$ cat src/rtl/pipelined_adder_if.sv
// Operand/result handshake bundle for pipelined_adder.
// master drives operands and out_ready; slave returns results.
interface pipelined_adder_if #(
  parameter int WIDTH = 32
);
  logic             in_valid;
  logic             in_ready;
  logic [WIDTH-1:0] a;
  logic [WIDTH-1:0] b;
  logic             cin;
  logic             sub;
  logic             out_valid;
  logic             out_ready;
  logic [WIDTH-1:0] s;
  logic             cout;
  logic             ovf;

  modport master (
    output in_valid, a, b, cin, sub, out_ready,
    input  in_ready, out_valid, s, cout, ovf
  );

  modport slave (
    input  in_valid, a, b, cin, sub, out_ready,
    output in_ready, out_valid, s, cout, ovf
  );
endinterface

$ cat src/rtl/pipelined_adder.sv
// WIDTH-bit add/sub with the carry chain cut into CHUNK-bit slices,
// one slice resolved per pipeline stage; latency WIDTH/CHUNK cycles.
module pipelined_adder #(
  parameter int WIDTH = 32,
  parameter int CHUNK = 8
) (
  input  logic clk,
  input  logic rst,
  pipelined_adder_if.slave bus
);

  localparam int NSTAGE = (CHUNK < 1) ? 1 : WIDTH / CHUNK;

  generate
    if ((CHUNK < 1) ||
        (WIDTH % ((CHUNK < 1) ? 1 : CHUNK) != 0)) begin : g_bad
      $error("pipelined_adder: WIDTH must be a multiple of CHUNK >= 1");
    end
  endgenerate

  logic             v_q   [NSTAGE];
  logic             c_q   [NSTAGE];
  logic [WIDTH-1:0] s_q   [NSTAGE];
  logic [WIDTH-1:0] a_q   [NSTAGE];
  logic [WIDTH-1:0] b_q   [NSTAGE];
  logic             ovf_q;

  logic             src_v [NSTAGE];
  logic             src_c [NSTAGE];
  logic [WIDTH-1:0] src_a [NSTAGE];
  logic [WIDTH-1:0] src_b [NSTAGE];
  logic [WIDTH-1:0] src_s [NSTAGE];
  logic [WIDTH-1:0] n_s   [NSTAGE];
  logic             n_c   [NSTAGE];
  logic [CHUNK:0]   t;
  logic             n_ovf;
  logic             stall;

  assign stall         = v_q[NSTAGE-1] & ~bus.out_ready;
  assign bus.in_ready  = ~stall;
  assign bus.out_valid = v_q[NSTAGE-1];
  assign bus.s         = s_q[NSTAGE-1];
  assign bus.cout      = c_q[NSTAGE-1];
  assign bus.ovf       = ovf_q;

  // Stage k consumes what stage k-1 registered; stage 0 eats the inputs.
  always_comb begin
    src_v[0] = bus.in_valid;
    src_a[0] = bus.a;
    src_b[0] = bus.sub ? ~bus.b : bus.b;
    src_c[0] = bus.sub ? 1'b1 : bus.cin;
    src_s[0] = '0;
    for (int k = 1; k < NSTAGE; k++) begin
      src_v[k] = v_q[k-1];
      src_a[k] = a_q[k-1];
      src_b[k] = b_q[k-1];
      src_c[k] = c_q[k-1];
      src_s[k] = s_q[k-1];
    end
    t = '0;
    for (int k = 0; k < NSTAGE; k++) begin
      t = {1'b0, src_a[k][k*CHUNK +: CHUNK]}
        + {1'b0, src_b[k][k*CHUNK +: CHUNK]}
        + {{CHUNK{1'b0}}, src_c[k]};
      n_s[k] = src_s[k];
      n_s[k][k*CHUNK +: CHUNK] = t[CHUNK-1:0];
      n_c[k] = t[CHUNK];
    end
    // carry into the MSB recovered from the MSB sum bit
    n_ovf = src_a[NSTAGE-1][WIDTH-1] ^ src_b[NSTAGE-1][WIDTH-1]
          ^ n_s[NSTAGE-1][WIDTH-1] ^ n_c[NSTAGE-1];
  end

  always_ff @(posedge clk or posedge rst) begin
    if (rst) begin
      for (int k = 0; k < NSTAGE; k++) begin
        v_q[k] <= 1'b0;
        c_q[k] <= 1'b0;
        s_q[k] <= '0;
        a_q[k] <= '0;
        b_q[k] <= '0;
      end
      ovf_q <= 1'b0;
    end else if (!stall) begin
      for (int k = 0; k < NSTAGE; k++) begin
        v_q[k] <= src_v[k];
        if (src_v[k]) begin
          c_q[k] <= n_c[k];
          s_q[k] <= n_s[k];
          a_q[k] <= src_a[k];
          b_q[k] <= src_b[k];
        end
      end
      if (src_v[NSTAGE-1]) ovf_q <= n_ovf;
    end
  end

endmodule

$ cat src/flat_wrapper.sv
// flat-port wrapper written by rule: the top's interface ports become plain ports
module pipelined_adder_flat 
#(
  parameter int WIDTH = 32,
  parameter int CHUNK = 8
)
  (clk, rst, bus_in_valid, bus_a, bus_b, bus_cin, bus_sub, bus_out_ready, bus_in_ready, bus_out_valid, bus_s, bus_cout, bus_ovf);
  pipelined_adder_if #(.WIDTH(WIDTH)) bus_i ();
  input  logic clk;
  input  logic rst;
  input wire logic [$bits(bus_i.in_valid)-1:0] bus_in_valid;
  input wire logic [$bits(bus_i.a)-1:0] bus_a;
  input wire logic [$bits(bus_i.b)-1:0] bus_b;
  input wire logic [$bits(bus_i.cin)-1:0] bus_cin;
  input wire logic [$bits(bus_i.sub)-1:0] bus_sub;
  input wire logic [$bits(bus_i.out_ready)-1:0] bus_out_ready;
  output wire logic [$bits(bus_i.in_ready)-1:0] bus_in_ready;
  output wire logic [$bits(bus_i.out_valid)-1:0] bus_out_valid;
  output wire logic [$bits(bus_i.s)-1:0] bus_s;
  output wire logic [$bits(bus_i.cout)-1:0] bus_cout;
  output wire logic [$bits(bus_i.ovf)-1:0] bus_ovf;
  assign bus_i.in_valid = bus_in_valid;
  assign bus_i.a = bus_a;
  assign bus_i.b = bus_b;
  assign bus_i.cin = bus_cin;
  assign bus_i.sub = bus_sub;
  assign bus_i.out_ready = bus_out_ready;
  assign bus_in_ready = bus_i.in_ready;
  assign bus_out_valid = bus_i.out_valid;
  assign bus_s = bus_i.s;
  assign bus_cout = bus_i.cout;
  assign bus_ovf = bus_i.ovf;
  pipelined_adder #(.WIDTH(WIDTH), .CHUNK(CHUNK)) u_core (.clk(clk), .rst(rst), .bus(bus_i));
endmodule
$ cat config.mk
export PLATFORM = sky130hd
export DESIGN_NAME = pipelined_adder_flat
export DESIGN_NICKNAME = d
export VERILOG_FILES = /design/src/rtl/pipelined_adder_if.sv /design/src/rtl/pipelined_adder.sv /design/src/flat_wrapper.sv
export SDC_FILE = /design/constraint.sdc
export NUM_CORES = 1
export LEC_CHECK = 0
export CELL_PAD_IN_SITES_DETAIL_PLACEMENT = 1
export CELL_PAD_IN_SITES_GLOBAL_PLACEMENT = 1
export CORE_ASPECT_RATIO = 1.2
export CORE_MARGIN = 2
export CORE_UTILIZATION = 25
export CTS_BUF_LIST = sky130_fd_sc_hd__clkbuf_16
export CTS_CLUSTER_DIAMETER = 100
export DETAILED_ROUTE_END_ITERATION = 6
export MAX_ROUTING_LAYER = met4
export PLACE_DENSITY_LB_ADDON = 0.08
export SETUP_SLACK_MARGIN = 0.15
export SYNTH_ARGS = -nofsm -noshare
export SYNTH_HDL_FRONTEND = slang
export SYNTH_SLANG_ARGS = --single-unit
$ cat constraint.sdc
create_clock -name clk -period 9.1 [get_ports clk]
set_input_delay 1.82 -clock clk [delete_from_list [all_inputs] [get_ports clk]]
set_output_delay 1.82 -clock clk [all_outputs]
set_load 0.01 [all_outputs]
Yosys cells after proc, flatten, opt, wreduce, memory -nomap -nowiden
Cells that the tools add are included.
{"block": "classes", "n_mux": 2, "bitwise_logic": 7, "add_sub_neg": 8, "reduce_logical": 4}
{"operator": "8-bit by 8-bit adder with 9-bit output", "count": 4}
{"operator": "9-bit by 1-bit adder with 9-bit output", "count": 4}
{"operator": "32-bit 2-to-1 mux", "count": 1}
{"operator": "32-bit NOT", "count": 1}
{"operator": "2-bit AND reduction", "count": 4}
{"operator": "1-bit bitwise XOR", "count": 3}
{"operator": "1-bit NOT", "count": 2}
{"operator": "1-bit AND", "count": 1}
{"operator": "1-bit 2-to-1 mux", "count": 1}
{"block": "word_totals", "regBits": 281, "elab_cells": 40, "out_inout_bits": 36, "input_bits": 70}

Logic depth before layout (Yosys ltp)
Gate-level depths: netlist of the first run.
{"block": "logic_depth", "ltp_word": 4, "ltp_mapped": 12}

Worst setup path after synthesis of the first run
OpenSTA, ideal clock, no wires.
{"block": "synth_timing", "path_kind": "input-to-reg", "startpoint": "input bus_sub", "endpoint": "register u_core.c_q[3] (netlist name)", "setup_slack_ns": 4.991, "stages": 12, "path_buffers": 2, "arrival_ns": 3.985, "required_time_ns": 8.976, "cell_sequence": "clkbuf_1 -> buf_2 -> or2_2 -> fa_1 -> inv_1 -> fa_1 -> nor2b_1 -> o21a_1 -> o21ai_1 -> a21oi_1 -> o21a_1 -> o31a_1"}
{"block": "synth_via", "elab_chain_len": 3, "elab_cells_between_ends": 4, "cone_classes": "add/sub: 2; mux: 2"}
{"element": "from (decl)", "line_no": "flat_wrapper.sv:15", "text": "input wire logic [$bits(bus_i.sub)-1:0] bus_sub;"}
{"element": "32-bit 2-to-1 mux", "line_no": "pipelined_adder.sv:50", "text": "src_b[0] = bus.sub ? ~bus.b : bus.b;"}
{"element": "8-bit by 8-bit adder with 9-bit output", "line_no": "pipelined_adder.sv:63", "text": "+ {1'b0, src_b[k][k*CHUNK +: CHUNK]}"}
{"element": "9-bit by 1-bit adder with 9-bit output *", "line_no": "pipelined_adder.sv:64", "text": "+ {{CHUNK{1'b0}}, src_c[k]};"}
{"element": "to (signal, indexed assignment)", "line_no": "pipelined_adder.sv:88", "text": "c_q[k] <= n_c[k];"}
{"element": "to (decl)", "line_no": "pipelined_adder.sv:22", "text": "logic c_q [NSTAGE];"}
Mark *: on every way between the ends. The rest lies on a longest branch, timed or not.
A chain may end at the register's enable or synchronous reset.

Final worst setup path of the first run
{"block": "layout_timing", "startpoint": "input bus_out_ready", "endpoint": "output bus_in_ready"}
{"block": "layout_via", "elab_chain_len": 3}
{"element": "from (decl)", "line_no": "flat_wrapper.sv:16", "text": "input wire logic [$bits(bus_i.out_ready)-1:0] bus_out_ready;"}
{"element": "1-bit NOT", "line_no": "pipelined_adder.sv:39", "text": "assign stall = v_q[NSTAGE-1] & ~bus.out_ready;"}
{"element": "1-bit AND", "line_no": "pipelined_adder.sv:39"}
{"element": "1-bit NOT (no line)"}
{"element": "to (decl)", "line_no": "flat_wrapper.sv:17", "text": "output wire logic [$bits(bus_i.in_ready)-1:0] bus_in_ready;"}
No other way between the ends.

==> results of run 1 <==
## logic make-up (layout without fill, tap and decap cells)
| logic type | count (synthesis) | in the layout | share of synthesized area |
|---|---|---|---|
| AOI/OAI and AO/OA | 102 | 102 | 0.0723 |
| and+or+nand+nor | 95 | 95 | 0.0483 |
| adders and majority gates | 36 | 36 | 0.0616 |
| muxes | 128 | 128 | 0.174 |
| buffers and inverters | 44 | 157 | 0.0288 |
| xor gates and xnor gates | 54 | 54 | 0.0570 |
| DFF | 185 | 185 | 0.558 |
## sequential cells by signal (all words and copies together) (netlist names)
name                  count
u_core.bus.s             32
u_core.a_q               48
u_core.src_v              3
u_core.b_q               48
u_core.c_q                3
u_core.bus.ovf            1
u_core.n_s               48
u_core.bus.out_valid      1
u_core.bus.cout           1
## how the worst min path moves through the flow
stage / cells past startpoint / slack, ns / from / end
3_3_place_gp: 2 / 0.46 / u_core.b_q[113] / u_core.b_q[113]
6_report: 2 / 0.48 / u_core.b_q[115] / u_core.b_q[115]
4_1_cts: 2 / 0.49 / u_core.b_q[115] / u_core.b_q[115]
5_1_grt: 2 / 0.51 / u_core.b_q[121] / u_core.b_q[121]
3_5_place_dp: 2 / 0.47 / u_core.n_s[19] / u_core.n_s[19]
2_1_floorplan: 2 / 0.44 / u_core.n_s[70] / u_core.n_s[70]
## cells in the mapped netlist
cell type,n,area [µm²]
a211oi_1,2,15.0
a21o_1,5,37.5
a21oi_1,14,70.1
a31oi_1,4,25.0
a41o_1,1,10.0
and2_4,1,8.76
and2b_1,1,7.51
buf_2,11,55.1
buf_4,10,75.1
buf_6,3,33.8
clkbuf_1,4,15.0
clkinv_1,1,3.75
dfrtp_1,185,4630
fa_1,8,160
ha_1,28,350
inv_1,15,56.3
mux2_2,127,1430
mux2i_1,1,10.0
nand2_1,61,229
nand2_2,1,6.26
nand2b_1,3,18.8
nand3_1,2,10.0
nor2_1,13,48.8
nor2b_1,3,18.8
nor3_1,8,40.0
o21a_1,4,30.0
o21ai_0,59,295
o21ai_1,2,10.0
o21ba_2,1,10.0
o21bai_1,7,52.6
o31a_1,1,8.76
o31ai_1,1,7.51
o41ai_4,1,27.5
or2_2,1,6.26
or3_1,1,6.26
xnor2_1,34,298
xor2_1,20,175
## metrics by stage
step	area (µm²)	power, mW	utilization
floorplan	8290	2.39	-
global placement	9720	2.80	0.296
detailed placement	9720	2.85	0.296
CTS	10300	3.59	0.312
global route	10300	3.80	0.312
finish	10300	3.49	0.312
## worst max-delay path: cells and delay by family
family,cells,cell delay [ns]
buf+inv,3,1.32
simple gates,1,0.30
## per-layer routing
metal,global-route usage,share of wire
met5,-,0
met4,0.0412,0.016
met3,0.0233,0.028
met2,0.191,0.51
met1,0.136,0.45
## layout make-up
class / count / area share
Sequential cell: 185 / 0.451
Tap cell: 412 / 0.0502
Multi-Input combinational cell: 415 / 0.334
Timing Repair Buffer: 109 / 0.105
Clock inverter: 15 / 0.0123
Inverter: 16 / 0.00633
Clock buffer: 17 / 0.0414
## cell usage in the layout (no fill, tap or decap), types with 13 or more instances in the layout
cell type        netlist  layout
clkdlybuf4s50_1        0     104
o21ai_0               59      59
mux2_2               127     127
inv_1                 15      14
xor2_1                20      20
a21oi_1               14      14
dfrtp_1              185     185
clkbuf_16              0      17
xnor2_1               34      34
ha_1                  28      28
nand2_1               61      58
nor2_1                13      13
## power breakdown
group          total (mW)  internal (mW)  switching, mW
logic                1.39          0.758          0.635
clock network       0.708          0.377          0.331
registers            1.39           1.19          0.200
total                3.49           2.33           1.17
==> impl_results.md, run 1 <==
- First-pass GRT wire length: 29.8 mm
- Max Freq: 190 MHz
- Final hold slack: 0.479 ns
- Placed insts: 1137
- Slew headroom: 0.286
- FP Rows: 73
- Vias: 5011
- Fraction of layout instances using a drive strength above 1: 0.222
- Critical path class: in -> out
- CTS Sinks: approximately 190
- Num CTS Buffers: 17
- Vias/cell: 4.29
- Crit. End Element: primary output
- R2r startpoint: u_core.bus.out_valid
- Non-Filler Instances: 1169
- Synthesized instance count: ~640
- Max-cap violations: 0
- Reg2reg setup slack: 6.56 ns
- Final slew viol count: 0
- Max stage delay on crit path: approximately 0.58 ns
- # diodes: 0
- Hold crit path type: reg -> reg
- CP max-delay cell: clkdlybuf4s50_1
- Worst Clk Skew: 0.00805 ns
- Post-CTS sizing: 0
- Clock Root Buffer: clkbuf_16
- Syn. warnings: 0
- Multi-input logic area: roughly 0.0034 mm²
- Initial antenna violation count: 0
- Peak supply drop: 0.117 mV
- Largest net degree at the start of global routing: 90
- Area Growth Syn to Fin: 23.9%
- Avg Inst Size Synth: 12.9 µm²
- Hpwl dp: 12.2 mm
- CTS tree: done
- Nets: 850
- Reg2reg end: u_core.a_q[89]
- Iteration-0 DRC Markers: 150
- Total GRT Usage: 0.114
- Tmin final: 5.27 ns
- Die Y: 204 µm
- Critical path launch point type: primary input
- Flops & latches, synth: about 190
- DRC viols: 0
- Worst slew pin tran: about 1.1 ns
- Final hold violations: 0
- RSZ-0062 raised after global routing: no
- Syn Nets: 750
- CP arrival: about 3.5 ns
- Final Worst Setup Slack: 3.83 ns
- Netlist cell types: 37
- DRT antenna net count: 0
- Total core area: roughly 0.033 mm²
- Power Density: 340 mW/mm²
- Post-Syn Area: ~0.0083 mm²
- Global route total overflow: 0
- P_leak: approximately 4.4 nW
- Worst-path clk slew: roughly 0.06 ns
- WL per Instance: 15.2 µm
- Vias in the first global route: 5743
- Clock Path Buffers: 2
- H-tree depth: 4
- Reg area: 0.00463 mm²
- # hold bufs at CTS: 0
- Clk_lat worst skew: 0.43 ns
- CP startpoint: bus_out_ready
- Final setup violation count: 0
- CP cell instances: clkdlybuf4s50_1 > and2b_1 > clkinv_1 > clkdlybuf4s50_1
- Fill cell count: 3564
- Gpl congestion: about 0.70
- Critical Path Sink: bus_in_ready
- Most frequent CP cell: clkdlybuf4s50_1
- Post-Route WL: 17.7 mm
- Critical-path maximum fanout: 7
- Seq/Total Area, Yosys: 0.558
- Critical Path RT: 7.28 ns
- Reg2reg path depth: 5
- Postcts setup bufs: 0
- Worst slack at placement: 3.80 ns
- Die ar.: 0.0346 mm²
- Status: finished, final reports clean
- Initial Util: 0.252
- Port buffer count: 105
- Final TNS setup: 0 ns
- Final period util: 0.579
- Number of detailed-route iterations in the first pass: 4
- Die width: between 150 and 200 µm
- IO Count: 106
Note: power is estimated with default switching activity, not from simulation.
==> inputs of run 2 (changes only) <==
==> constraint.sdc (replaced) <==
create_clock -name clk -period 4.3 [get_ports clk]
set_input_delay 0.86 -clock clk [delete_from_list [all_inputs] [get_ports clk]]
set_output_delay 0.86 -clock clk [all_outputs]
set_load 0.01 [all_outputs]
==> run 2 against run 1 <==
Clock skew grew 0.0022 ns. Sequential power grew 110%. Combinational power grew 120%. Power grew 110%. Cell area grew 1.1%. Non-clock buffer count grew 7. Sequential cell count is the same. Utilization grew 0.34 points. Die area is the same. Cell count grew 0.60%. Critical endpoint unchanged. Sequential share of layout area shrank 0.49 points. Wire length grew 1.9%. Highest routed layer unchanged.
==> impl_results.md, run 2 (same netlist as run 1, synthesis figures left out) <==
- Status: finished, final reports clean
- Gpl congestion: 0.731
- Postcts setup bufs: 0
- Total GRT Usage: 0.115
- Hpwl dp: 12.6 mm
- Most frequent CP cell: clkdlybuf4s50_1
- Vias in the first global route: 5716
- Worst path buffer plus inverter count: 3
- H-tree depth: 4
- Switching part of the total: 0.332
- Final slew viol count: 0
- IO Count: around 110
- Worst slew pin tran: slightly above 0.8 ns
- RSZ-0062 raised after global routing: no
- Critical path launch point type: primary input
- Global route total overflow: 0
- Worst-path clk slew: approximately 0.06 ns
- Max stage delay on crit path: 0.59 ns
- Final setup violation count: 0
- Area Growth Syn to Fin: 25.3%
- Total core area: 0.0329 mm²
- Final hold violations: 0
- Critical path class: in -> out
- Peak supply drop: 0.222 mV
- Sw Pwr: 2.49 mW
- P_leak: 4.45 nW
- CTS tree: done
- CP arrival: 2.50 ns
- Commonest non-fill, non-tap cell in the layout: dfrtp_1
- Die Y: 204 µm
- Post-Route WL: about 18 mm
- Internal Power: 5.01 mW
- FP Rows: 73
- Comb pwr share: 0.399
- Post-CTS sizing: 0
- Fill cell count: 3536
- Die width: 170 µm
- Tmin final: 3.36 ns
- First-pass GRT wire length: 30.1 mm
- Nets: 857
- Sequential Power Share: 0.394
- Crit. End Element: primary output
- # hold bufs at CTS: 0
- CP cell instances: clkdlybuf4s50_1 > and2b_1 > clkinv_1 > clkdlybuf4s50_1
- Placed standard-cell area: approximately 0.0098 mm²
- Die ar.: 0.0346 mm²
- Number of detailed-route iterations in the first pass: 3
- # diodes: 0
- Port buffer count: approximately 110
- Vias: 5036
- CP max-delay cell: clkdlybuf4s50_1
- Largest net degree at the start of global routing: around 110
- Clock Path Buffers: 2
- Final TNS setup: 0 ns
- DRT antenna net count: 0
- Max Freq: 298 MHz
- Clk_lat worst skew: roughly 0.43 ns
- Worst Clk Skew: between 0.01 and 0.015 ns
- Initial antenna violation count: 0
- Max-cap violations: 0
- WL per Instance: 15.4 µm
- Initial Util: 0.252
- Placed insts: 1144
- DRC viols: 0
- Vias/cell: 4.28
- Final period util: 0.780
- CTS Sinks: 185
- Finished layout cell area: 0.0104 mm²
- Iteration-0 DRC Markers: 148
- Non-Filler Instances: 1176
- Critical-path maximum fanout: 7
- Fraction of layout instances using a drive strength above 1: 0.233
- Most frequent cells in the layout: dfrtp_1 (185), mux2_2 (127), clkdlybuf4s50_1 (104)
- Final core utilization: 0.316
- Critical Path RT: 3.44 ns
- Power Density: 722 mW/mm²
- Slew headroom: 0.456
- Num CTS Buffers: 17
- Final Power: between 7 and 8 mW
- Clock Root Buffer: clkbuf_16
- Clock power share: 0.206
- Crit path max-delay family: buffers and inverters
- Hold crit path type: reg -> reg
## run 2: cell count changes in the layout (fill, tap and decap cells not counted), moves of 2 or more
cell | before | now
buf_4 | 4 | 8
clkinv_1 | 6 | 2
clkinv_4 | 4 | 0
buf_12 | 0 | 3
clkinvlp_4 | 3 | 6
clkinv_2 | 0 | 2
inv_6 | 2 | 4
## run 2: per-layer routing
layer  global-route usage  part of all wire
met1                0.138              0.46
met2                0.196              0.50
met3               0.0227             0.027
met5                    -                 0
met4               0.0357             0.013
## run 2: power by group through the flow
stage | combinational (mW) | clock [mW] | sequential, mW
2_1_floorplan | 2.14 | 0 | 2.92
4_1_cts | 3.08 | 1.63 | 2.98
5_1_grt | 3.39 | 1.69 | 3.08
3_3_place_gp | 2.99 | 0 | 2.98
6_report | 2.99 | 1.55 | 2.96
3_5_place_dp | 3.06 | 0 | 3.01
## run 2: tightest hold or removal path, stage by stage (launching register included)
cell	delay [ns]
dfrtp_1	0.34
nand2_1	0.05
o21ai_0	0.06
## run 2: per-stage QoR
stage / hold slack, ns / setup WS [ns]
2_1_floorplan: 0.445 / 1.06
6_report: 0.478 / 0.945
5_1_grt: 0.515 / 0.861
4_1_cts: 0.486 / 0.921
3_3_place_gp: 0.460 / 0.962
3_5_place_dp: 0.467 / 0.936
## run 2: path summary, 6_finish.rpt
path	from	to	slack, ns	cells after the start
min	u_core.bus.s[29]	u_core.bus.s[29]	0.48	2
max	bus_out_ready	bus_in_ready	0.94	4
min reg2reg	u_core.bus.s[29]	u_core.bus.s[29]	0.48	2
max reg2reg	u_core.b_q[104]	u_core.n_s[46]	1.86	8
max in group asynchronous	rst	u_core.a_q[124]	2.80	3
min in group asynchronous	rst	u_core.bus.s[19]	0.68	2
## run 2: final cells by class
type / count / area, µm² / share of cell area
Sequential cell: 185 / 4630 / 0.446
Clock inverter: 15 / 150 / 0.0145
Inverter: 16 / 63.8 / 0.00614
Clock buffer: 17 / 425 / 0.0410
Multi-Input combinational cell: 415 / 3440 / 0.331
Timing Repair Buffer: 116 / 1170 / 0.112
Tap cell: 412 / 515 / 0.0496
